File: src/rtl/udma_sc_fifo_lvl.sv
// Single-clock uDMA channel FIFO with arbitrary depth, occupancy level, programmable
// almost-full/almost-empty flags, synchronous flush and optional fall-through bypass.
module udma_sc_fifo_lvl #(
    parameter int unsigned DATA_WIDTH   = 32,
    parameter int unsigned BUFFER_DEPTH = 8,
    parameter int unsigned FALL_THROUGH = 0,
    localparam int unsigned LVL_W       = $clog2(BUFFER_DEPTH + 1)
) (
    input  logic                  clk_i,
    input  logic                  rst_i,
    input  logic                  flush_i,
    input  logic [DATA_WIDTH-1:0] src_data_i,
    input  logic                  src_valid_i,
    output logic                  src_ready_o,
    output logic [DATA_WIDTH-1:0] dst_data_o,
    output logic                  dst_valid_o,
    input  logic                  dst_ready_i,
    output logic [LVL_W-1:0]      level_o,
    input  logic [LVL_W-1:0]      afull_thr_i,
    input  logic [LVL_W-1:0]      aempty_thr_i,
    output logic                  afull_o,
    output logic                  aempty_o
);

    localparam int unsigned PTR_W    = (BUFFER_DEPTH < 2) ? 1 : $clog2(BUFFER_DEPTH);
    localparam bit          FT_EN    = (FALL_THROUGH != 0);
    localparam logic [PTR_W-1:0] LAST_PTR = PTR_W'(BUFFER_DEPTH - 1);
    localparam logic [LVL_W-1:0] FULL_LVL = LVL_W'(BUFFER_DEPTH);

    if (BUFFER_DEPTH < 2) begin : g_bad_depth
        $error("udma_sc_fifo_lvl: BUFFER_DEPTH must be >= 2");
    end

    logic [DATA_WIDTH-1:0] mem [BUFFER_DEPTH];
    logic [PTR_W-1:0]      wr_ptr;
    logic [PTR_W-1:0]      rd_ptr;
    logic [LVL_W-1:0]      level;

    logic is_empty;
    logic is_full;
    logic bypass_valid;
    logic push;
    logic pop;
    logic pass_through;
    logic wr_en;
    logic rd_en;

    assign is_empty = (level == '0);
    assign is_full  = (level == FULL_LVL);

    // Ready is gated by reset so the source sees a refusal the instant reset asserts.
    assign src_ready_o  = ~rst_i & ~flush_i & ~is_full;
    assign bypass_valid = FT_EN & is_empty & src_valid_i;
    assign dst_valid_o  = ~rst_i & ~flush_i & (~is_empty | bypass_valid);
    assign dst_data_o   = (FT_EN && is_empty) ? src_data_i : mem[rd_ptr];

    assign push = src_valid_i & src_ready_o;
    assign pop  = dst_valid_o & dst_ready_i;

    // A bypassed word is consumed in the same cycle and never touches the storage.
    assign pass_through = bypass_valid & pop;
    assign wr_en        = push & ~pass_through;
    assign rd_en        = pop & ~pass_through;

    // NOTE: storage has no reset; contents are only observable once level marks them valid.
    always_ff @(posedge clk_i) begin
        if (wr_en) begin
            mem[wr_ptr] <= src_data_i;
        end
    end

    // NOTE: non-blocking assignments keep every register update on the same edge ordering.
    always_ff @(posedge clk_i or posedge rst_i) begin
        if (rst_i) begin
            wr_ptr <= '0;
            rd_ptr <= '0;
            level  <= '0;
        end else if (flush_i) begin
            wr_ptr <= '0;
            rd_ptr <= '0;
            level  <= '0;
        end else begin
            if (wr_en) begin
                wr_ptr <= (wr_ptr == LAST_PTR) ? '0 : wr_ptr + 1'b1;
            end
            if (rd_en) begin
                rd_ptr <= (rd_ptr == LAST_PTR) ? '0 : rd_ptr + 1'b1;
            end
            case ({wr_en, rd_en})
                2'b10:   level <= level + 1'b1;
                2'b01:   level <= level - 1'b1;
                default: level <= level;
            endcase
        end
    end

    assign level_o  = level;
    assign afull_o  = (level >= afull_thr_i);
    assign aempty_o = (level <= aempty_thr_i);

endmodule

File: config.mk
export PLATFORM = sky130hd
export DESIGN_NAME = udma_sc_fifo_lvl
export DESIGN_NICKNAME = d
export VERILOG_FILES = /design/src/rtl/udma_sc_fifo_lvl.sv
export SDC_FILE = /design/constraint.sdc
export NUM_CORES = 1
export LEC_CHECK = 0
export CAP_MARGIN = 25
export CORE_UTILIZATION = 52
export CTS_CLUSTER_SIZE = 16
export DETAILED_ROUTE_END_ITERATION = 8
export HOLD_SLACK_MARGIN = 0.05
export PLACE_DENSITY = 0.75
export SYNTH_ARGS = -nofsm -noshare
export SYNTH_HDL_FRONTEND = slang
export SYNTH_SLANG_ARGS = --single-unit
File: constraint.sdc
create_clock -name clk_i -period 4.31 [get_ports clk_i]
set_clock_uncertainty 0.1 [all_clocks]
set_input_delay 0.6465 -clock clk_i [delete_from_list [all_inputs] [get_ports clk_i]]
set_output_delay 0.6465 -clock clk_i [all_outputs]
set_load 0.02 [all_outputs]
After elaboration in Yosys (flattened, before gate mapping)
Memory sizes are Yosys's and may differ from the RTL's.
Cells that the tools add are included.
{ "classes": {"eq_ne": 5, "magnitude_cmp": 2, "n_addsub": 4, "n_reduce_logical": 4, "mux": 10, "bitwise_logic": 9} }
{ "op_table": {"columns": ["op", "n"], "rows": [
  ["3-bit two-way mux", 6],
  ["4-bit one-hot mux with 2 select lines", 1],
  ["3-bit by 1-bit adder with 3-bit output, second input constant", 2],
  ["3-bit equality test, second input constant", 2],
  ["1-bit bitwise AND", 5],
  ["4-bit by 1-bit adder with 4-bit output, second input constant", 1],
  ["4-bit equality test, second input constant", 1],
  ["4-bit greater-or-equal comparator", 1],
  ["4-bit <= comparator", 1],
  ["4-bit zero test", 1],
  ["4-bit two-way mux", 1],
  ["1-bit inverter", 4],
  ["2-bit nonzero test", 2],
  ["4-bit by 1-bit subtractor with 4-bit output, second input constant", 1],
  ["3-bit nonzero test", 1],
  ["2-bit by 1-bit equality test with 1-bit output, second input constant", 1],
  ["2-bit equality test, second input constant", 1],
  ["1-bit two-way mux", 2]
]} }
{ "word_totals": {"out_inout_bits": 40, "regBits": 10, "ram_bits": 256, "elab_cells": 38, "memories": 1} }
{ "mem_list": {"columns": ["memory", "depth", "width", "rd", "rd_ports_with_merged_regs", "write_ports", "line", "rtl"], "rows": [
  ["mem", 8, 32, 1, 0, 1, "34", "logic [DATA_WIDTH-1:0] mem [BUFFER_DEPTH];"]
]} }

Longest topological paths before layout
Gate-level depths: netlist of run 1.
{ "depth": {"ltp_word": 7, "ltp_mapped": 9, "mapped_depth_nobuf": 8} }

Worst setup path before layout of run 1
No wires, ideal clock.
{ "synth_path": {"path_type": "input -> register", "from": "input port rst_i", "to": "memory mem[0][0], enable pin", "path_slack_ns": -0.724, "path_buffers": 1, "t_arrival_ns": 4.432, "path_stages": 4, "cell_sequence": "or3b_1 buf_2 a21o_4 nor4_1"} }
{ "synth_via": {"elab_chain_len": 6} }
{ "synth_lines": {"columns": ["element", "line", "rtl"], "rows": [
  ["start: declaration", "10", "input logic rst_i,"],
  ["1-bit inverter", "52", "assign src_ready_o = ~rst_i & ~flush_i & ~is_full;"],
  ["1-bit bitwise AND (2 in series)", "52", null],
  ["1-bit bitwise AND", "57", "assign push = src_valid_i & src_ready_o;"],
  ["1-bit two-way mux", "67", "if (wr_en) begin"],
  ["1-bit two-way mux (implied by the code)", "68", "mem[wr_ptr] <= src_data_i;"],
  ["end: declaration", "34", null]
]} }
Every way passes these cells.

Worst setup path after layout of run 1
{ "layout_path": {"from": "register rd_ptr[0]", "to": "output port dst_data_o[17]"} }
{ "layout_via": {"elab_chain_len": 1} }
{ "layout_lines": {"columns": ["element", "line", "rtl"], "rows": [
  ["start: declaration", "36", "logic [PTR_W-1:0] rd_ptr;"],
  ["start signal: assignment", "87", "rd_ptr <= (rd_ptr == LAST_PTR) ? '0 : rd_ptr + 1'b1;"],
  ["memory read 8 x 32 bit", null, null],
  ["end: declaration", "15", "output logic [DATA_WIDTH-1:0] dst_data_o,"]
]} }
Every way passes these cells.

==> impl_metrics.yaml, run 1 <==
run_status:
  status: "completed"
route:
  dr.pass1.iters: 5
  met3WireLength_um: 865
  ant_nets: 0
  met2RoutedLength_mm: 10.2
  via_per_inst: 5.77
  drt-initial-drc-count: 358
  num_vias: 5154
  wirelength_mm: 19.7
  topRoutingLayerUsed: "met4"
  routedWlPerCell_um: 22.0
  drc: 0
  wl_met1_mm: 8.28
clock_tree:
  clock-sinks: 266
  cts_tree: "done"
  insertion_delay_ps: 520
  htreeDepth: 1
  cts_buffers: 26
  clk_path_buf_depth: 3
  post_cts_buffers: 0
  root_buffer: "clkbuf_16"
  cts_resized: 0
  hold_buffers: 0
  path_clk_slew_ps: 60
global_routing:
  grt_pass1_wl_mm: 30.8
  track_usage_pct: 20.0
  grt_pass1_vias: 5477
  grt_antenna_before_repair: 0
  grt_overflow: 0
  grt_max_degree: 35
yosys:
  synth.yosys.seq_area_share_pct: 74.9
  synth_cells: 498
  synth-seq-cells: 266
  synth_fp_nets: 558
  ys_types: 38
  yosysWarnings: 0
  synth-edff-count: 256
  synthArstFlopShare_pct: 3.76
  synth_ff_type: "edfxtp_1"
  syn_area_mm2: 0.0106
  avgSynthCellArea_um2: 21.3
run:
  drv_cap: 0
placed_design:
  post-dp-hpwl_mm: 11.5
  dpl.cell_count: 847
  numPortBuffers: 84
  routabilityCongestion: 0.871
setup_path:
  cpLargestDelayFamily: "buffers and inverters"
  worstSetupStartpointType: "flip-flop"
  worstPathArrival_ps: 2960
  crit_path_top_delay_cell: "dfrtp_4"
  required_ps: 3560
  critPathKind: "reg2out"
  cp_max_fo: 22
  crit_buf_inv: 2
  crit_path_end_kind: "primary output"
  crit_chain: "buf_4, mux4_2, mux2_2, clkdlybuf4s50_1"
  max_stage_delay_ps: 730
timing:
  final_hold_viol_count: 0
  fin_crit_sh_pct: 86.0
  setup_violations: 0
  fin_crit_ps: 3710
  slew_headroom_pct: 31.1
  tns_ps: 0
  grt_setup_unrepaired: "false"
  hold_ws_ps: 478
  slew_violations: 0
  worst_pin_slew_ps: 1020
  max_freq_mhz: 270
die:
  coreArea_mm2: 0.0197
  dieArea_mm2: 0.0209
  die_h_um: 145
  row_count: 51
  io_pins: 85
  die_w_um: 145
  start_util_pct: 53.7
finish:
  diodes: 0
  area.growth.synth_to_final_pct: 20.0
  nets: 670
  drive_gt1_share_pct: 27.0
  final_cells: 894
hold_path:
  min_path_type: "in2async"
pwr:
  power_mw: 5.58
  peakVddDrop_v: 0.000328
  powerDensity_mw_per_mm2: 439
  leakagePower_nw: 4.05
==> area by class of cell <==
class	instances	area, µm²
Clock inverter	15	68.8
Tap cell	265	332
Clock buffer	32	694
Sequential cell	266	7940
Multi-Input combinational cell	200	2590
Fill cell	1295	7010
Inverter	9	33.8
Timing Repair Buffer	107	1050
==> path summary, 6_finish.rpt <==
path	from	to	slack [ps]	cells past startpoint
setup / recovery	rd_ptr[0]	dst_data_o[17]	600	4
max in group asynchronous	rst_i	rd_ptr[0]	3310	2
hold reg to reg	level_o[0]	level_o[0]	560	1
min in group clk_i	level_o[0]	level_o[0]	560	1
setup reg to reg	level_o[1]	level_o[3]	920	8
hold / removal	rst_i	wr_ptr[0]	480	2
==> where the power goes <==
group	switching, mW	internal (mW)
Clock	0.890	1.14
Sequential	0.0619	2.87
Combinational	0.306	0.323
==> Yosys cell counts (8+ instances only) <==
cell type	n	share of area, %
nor2_1	11	0.39
mux2_2	33	3.5
dfrtp_1	10	2.4
nor3_1	8	0.38
edfxtp_1	256	73
a21oi_1	13	0.61
buf_2	9	0.43
nand2_1	13	0.46
clkbuf_1	11	0.39
mux4_2	64	14
ha_1	14	1.7
inv_1	9	0.32
==> worst register-to-register path: cells and delay by family, from the launching register on <==
kind / cells / cell delay [ps]
DFF: 1 / 530
and+or+nand+nor: 3 / 1300
adders and majority gates: 1 / 320
AOI/OAI and AO/OA: 4 / 1060
==> placed cells by master, fill, tap and decap left out, types with 4 or more instances in the layout <==
cell,synthesis,layout
mux2_2,33,33
clkinv_2,0,7
nor2_1,11,8
clkbuf_1,11,5
buf_4,0,20
ha_1,14,14
o21ai_0,5,5
nand2_1,13,13
clkdlybuf4s50_1,0,84
edfxtp_1,256,256
dfrtp_1,10,7
a21oi_1,13,13
clkbuf_16,0,27
mux4_2,64,64
nand2b_1,5,5
inv_1,9,9
nor3_1,8,4
clkinv_1,0,7
==> state kept, by name, summed over array words and instances (netlist names) <==
name	flops
level_o	4
rd_ptr	3
wr_ptr	3
mem	256
==> routing by layer <==
layer,track usage (%),vias to the layer above
met5,0,-
met4,4.65,0
met3,2.83,27
met2,35.1,149
met1,26.8,2684
li1,-,2294
==> metrics by stage <==
step | util, % | worst slack (ps) | instance area [µm²]
floorplan | - | 139 | 10600
CTS | 64.5 | 517 | 12700
detailed placement | 60.6 | 612 | 11900
global route | 64.5 | 468 | 12700
finish | 64.5 | 604 | 12700
global placement | 60.6 | 776 | 11900
==> logic make-up (layout without fill, tap and decap cells) <==
family          after synthesis  count (layout)  share of synthesized area [%]
flops                       266             266                           74.9
mux                          98              98                           17.2
simple gates                 51              51                           2.49
compound gates               35              35                           2.19
buf+inv                      32             163                           1.24
fa+ha+maj                    15              15                           1.84
xor+xnor                      1               1                         0.0827
Power figures use the tool's default switching activity.
==> inputs of run 2 (changes only) <==
--- a/config.mk
+++ b/config.mk
@@ -9,6 +9,7 @@
 export CORE_UTILIZATION = 52
 export CTS_CLUSTER_SIZE = 16
 export DETAILED_ROUTE_END_ITERATION = 8
+export GPL_TIMING_DRIVEN = 0
 export HOLD_SLACK_MARGIN = 0.05
 export PLACE_DENSITY = 0.75
 export SYNTH_ARGS = -nofsm -noshare
==> run 2 against run 1 <==
  * Register-to-register slack got worse by 60 ps
  * Global-route usage rose by 0.59 points
  * First-iteration DRC count rose by 22%
  * Die area did not move
  * Sequential power barely moved
  * Power rose by 0.88%
  * Critical path depth rose by 1
  * Maximum frequency fell by 3.8%
  * Critical endpoint is now dst_data_o[2]
==> impl_metrics.yaml, run 2 (synthesis gave the netlist of run 1 again) <==
setup_path:
  cp-endpoint: "dst_data_o[2]"
  cp_max_fo: 10
  crit_path_end_kind: "primary output"
  worstPathArrival_ps: 3110
  r2r_slack_ps: 860
  worstSetupStartpointType: "flip-flop"
  r2r-start: "level_o[1]"
  reg2regPathDepth: 8
  startpoint: "rd_ptr[0]"
  critPathKind: "reg2out"
  timing.rr.end: "level_o[3]"
  required_ps: 3560
clock_tree:
  clk_path_buf_depth: 3
  path_clk_slew_ps: 60
  cts_buffers: 26
  clock-sinks: 266
  cts_tree: "done"
  hold_buffers: 0
  insertion_delay_ps: 510
  post_cts_buffers: 0
  htreeDepth: 1
  cts_resized: 0
  root_buffer: "clkbuf_16"
timing:
  worst_pin_slew_ps: 827
  slew_violations: 0
  max_freq_mhz: 260
  slew_headroom_pct: 44.5
  fin_crit_sh_pct: 89.4
  fin_crit_ps: 3850
  final_hold_viol_count: 0
  hold_ws_ps: 500
  grt_setup_unrepaired: "false"
  setup_violations: 0
route:
  via_per_inst: 5.87
  num_vias: 5374
  dr.pass1.iters: 5
  routedWlPerCell_um: 22.7
  drc: 0
  drt-initial-drc-count: 435
  ant_nets: 0
  wirelength_mm: 20.8
pwr:
  p_switching_mw: 1.26
  leakagePower_nw: 4.15
  p_seq_share_pct: 51.6
  clockPowerShare_pct: 36.6
  comb_power_share_pct: 11.8
  powerDensity_mw_per_mm2: 436
  power.internal_mw: 4.37
  switching_share_pct: 22.4
  peakVddDrop_v: 0.000267
die:
  row_count: 51
  coreArea_mm2: 0.0197
  start_util_pct: 53.7
  io_pins: 85
  die_w_um: 145
  die_h_um: 145
  dieArea_mm2: 0.0209
finish:
  final_common_cell: "edfxtp_1"
  drive_gt1_share_pct: 26.8
  area.growth.synth_to_final_pct: 22.1
  regMostFlops: "mem"
  final_cells: 915
  nets: 690
  stdcell_area_mm2: 0.0129
  layout_common_cells: "256 x edfxtp_1, 84 x clkdlybuf4s50_1, 64 x mux4_2"
  final_util_pct: 65.6
  nFillCells: 1288
  largest_reg_flops: 256
  diodes: 0
global_routing:
  grt_pass1_wl_mm: 30.9
  grt_overflow: 0
  grt_antenna_before_repair: 0
  grtUsageMet3_pct: 3.26
  track_usage_pct: 20.6
  grt_pass1_vias: 5535
  grtUsageMet2_pct: 36.5
  grt_max_degree: 19
  met1_usage_pct: 25.9
  grt.busiest_layer: "met2"
hold_path:
  min_path_type: "in2async"
run:
  drv_cap: 0
placed_design:
  post-dp-hpwl_mm: 13.5
  numPortBuffers: 84
  dpl.cell_count: 866
  routabilityCongestion: 0.803
  post_dp_cell_area_mm2: 0.0121
run_status:
  status: "completed"
-- run 2: cell types whose count changed in the layout (fill, tap and decap cells not counted), moves of 2 or more --
| cell | before | now |
|---|---|---|
| buf_4 | 20 | 0 |
| clkbuf_1 | 5 | 17 |
| buf_6 | 0 | 11 |
| buf_2 | 0 | 9 |
| buf_16 | 0 | 5 |
| buf_1 | 0 | 3 |
| buf_12 | 3 | 0 |
| buf_8 | 0 | 3 |
| dfrtp_1 | 7 | 10 |
| clkbuf_8 | 0 | 2 |
| clkinv_2 | 7 | 5 |
| dfrtp_2 | 2 | 0 |
-- run 2: worst min-delay path by stage --
stage | startpoint | endpoint | cells after the start
4_1_cts | rst_i | rd_ptr[0] | 2
2_1_floorplan | rst_i | level_o[0] | 1
5_1_grt | rst_i | rd_ptr[0] | 2
3_3_place_gp | wr_ptr[1] | wr_ptr[1] | 2
3_5_place_dp | rd_ptr[2] | rd_ptr[0] | 4
6_report | rst_i | rd_ptr[0] | 2
-- run 2: cell type report --
| class | count | area, µm² | share of cell area [%] |
|---|---|---|---|
| buffer | 23 | 97.6 | 0.755 |
| clock buffer | 35 | 726 | 5.61 |
| clock inverter | 13 | 62.6 | 0.484 |
| inverter | 9 | 33.8 | 0.261 |
| multi-input combinational | 200 | 2590 | 20.0 |
| sequential | 266 | 7940 | 61.4 |
| tap | 265 | 332 | 2.56 |
| timing repair buffer | 104 | 1150 | 8.91 |
-- run 2: power by group through the flow --
stage | logic, mW | registers, mW | clock network [mW]
finish | 0.664 | 2.91 | 2.06
CTS | 0.664 | 2.91 | 2.10
floorplan | 0.387 | 2.97 | 0
global route | 0.715 | 2.91 | 2.19
detailed placement | 0.656 | 2.96 | 0
global placement | 0.627 | 2.96 | 0
-- run 2: metrics by stage --
stage               setup slack (ps)  power (mW)  TNS (ps)
finish                           457        5.63         0
global route                     294        5.82         0
CTS                              390        5.67         0
detailed placement               462        3.62         0
global placement               -2600        3.59   -421140
floorplan                        139        3.35         0
-- run 2: layer usage --
metal	wire length, µm	share of wire, %
met2	11100	53
met4	553	2.7
met3	1030	5.0
met5	0	0
met1	8100	39
-- run 2: worst max-delay path, cell delays in order (launching register included) --
cell and delay [ps]:
dfrtp_1 420, buf_2 310, buf_2 430, mux4_2 570
mux2_2 310, clkdlybuf4s50_1 540
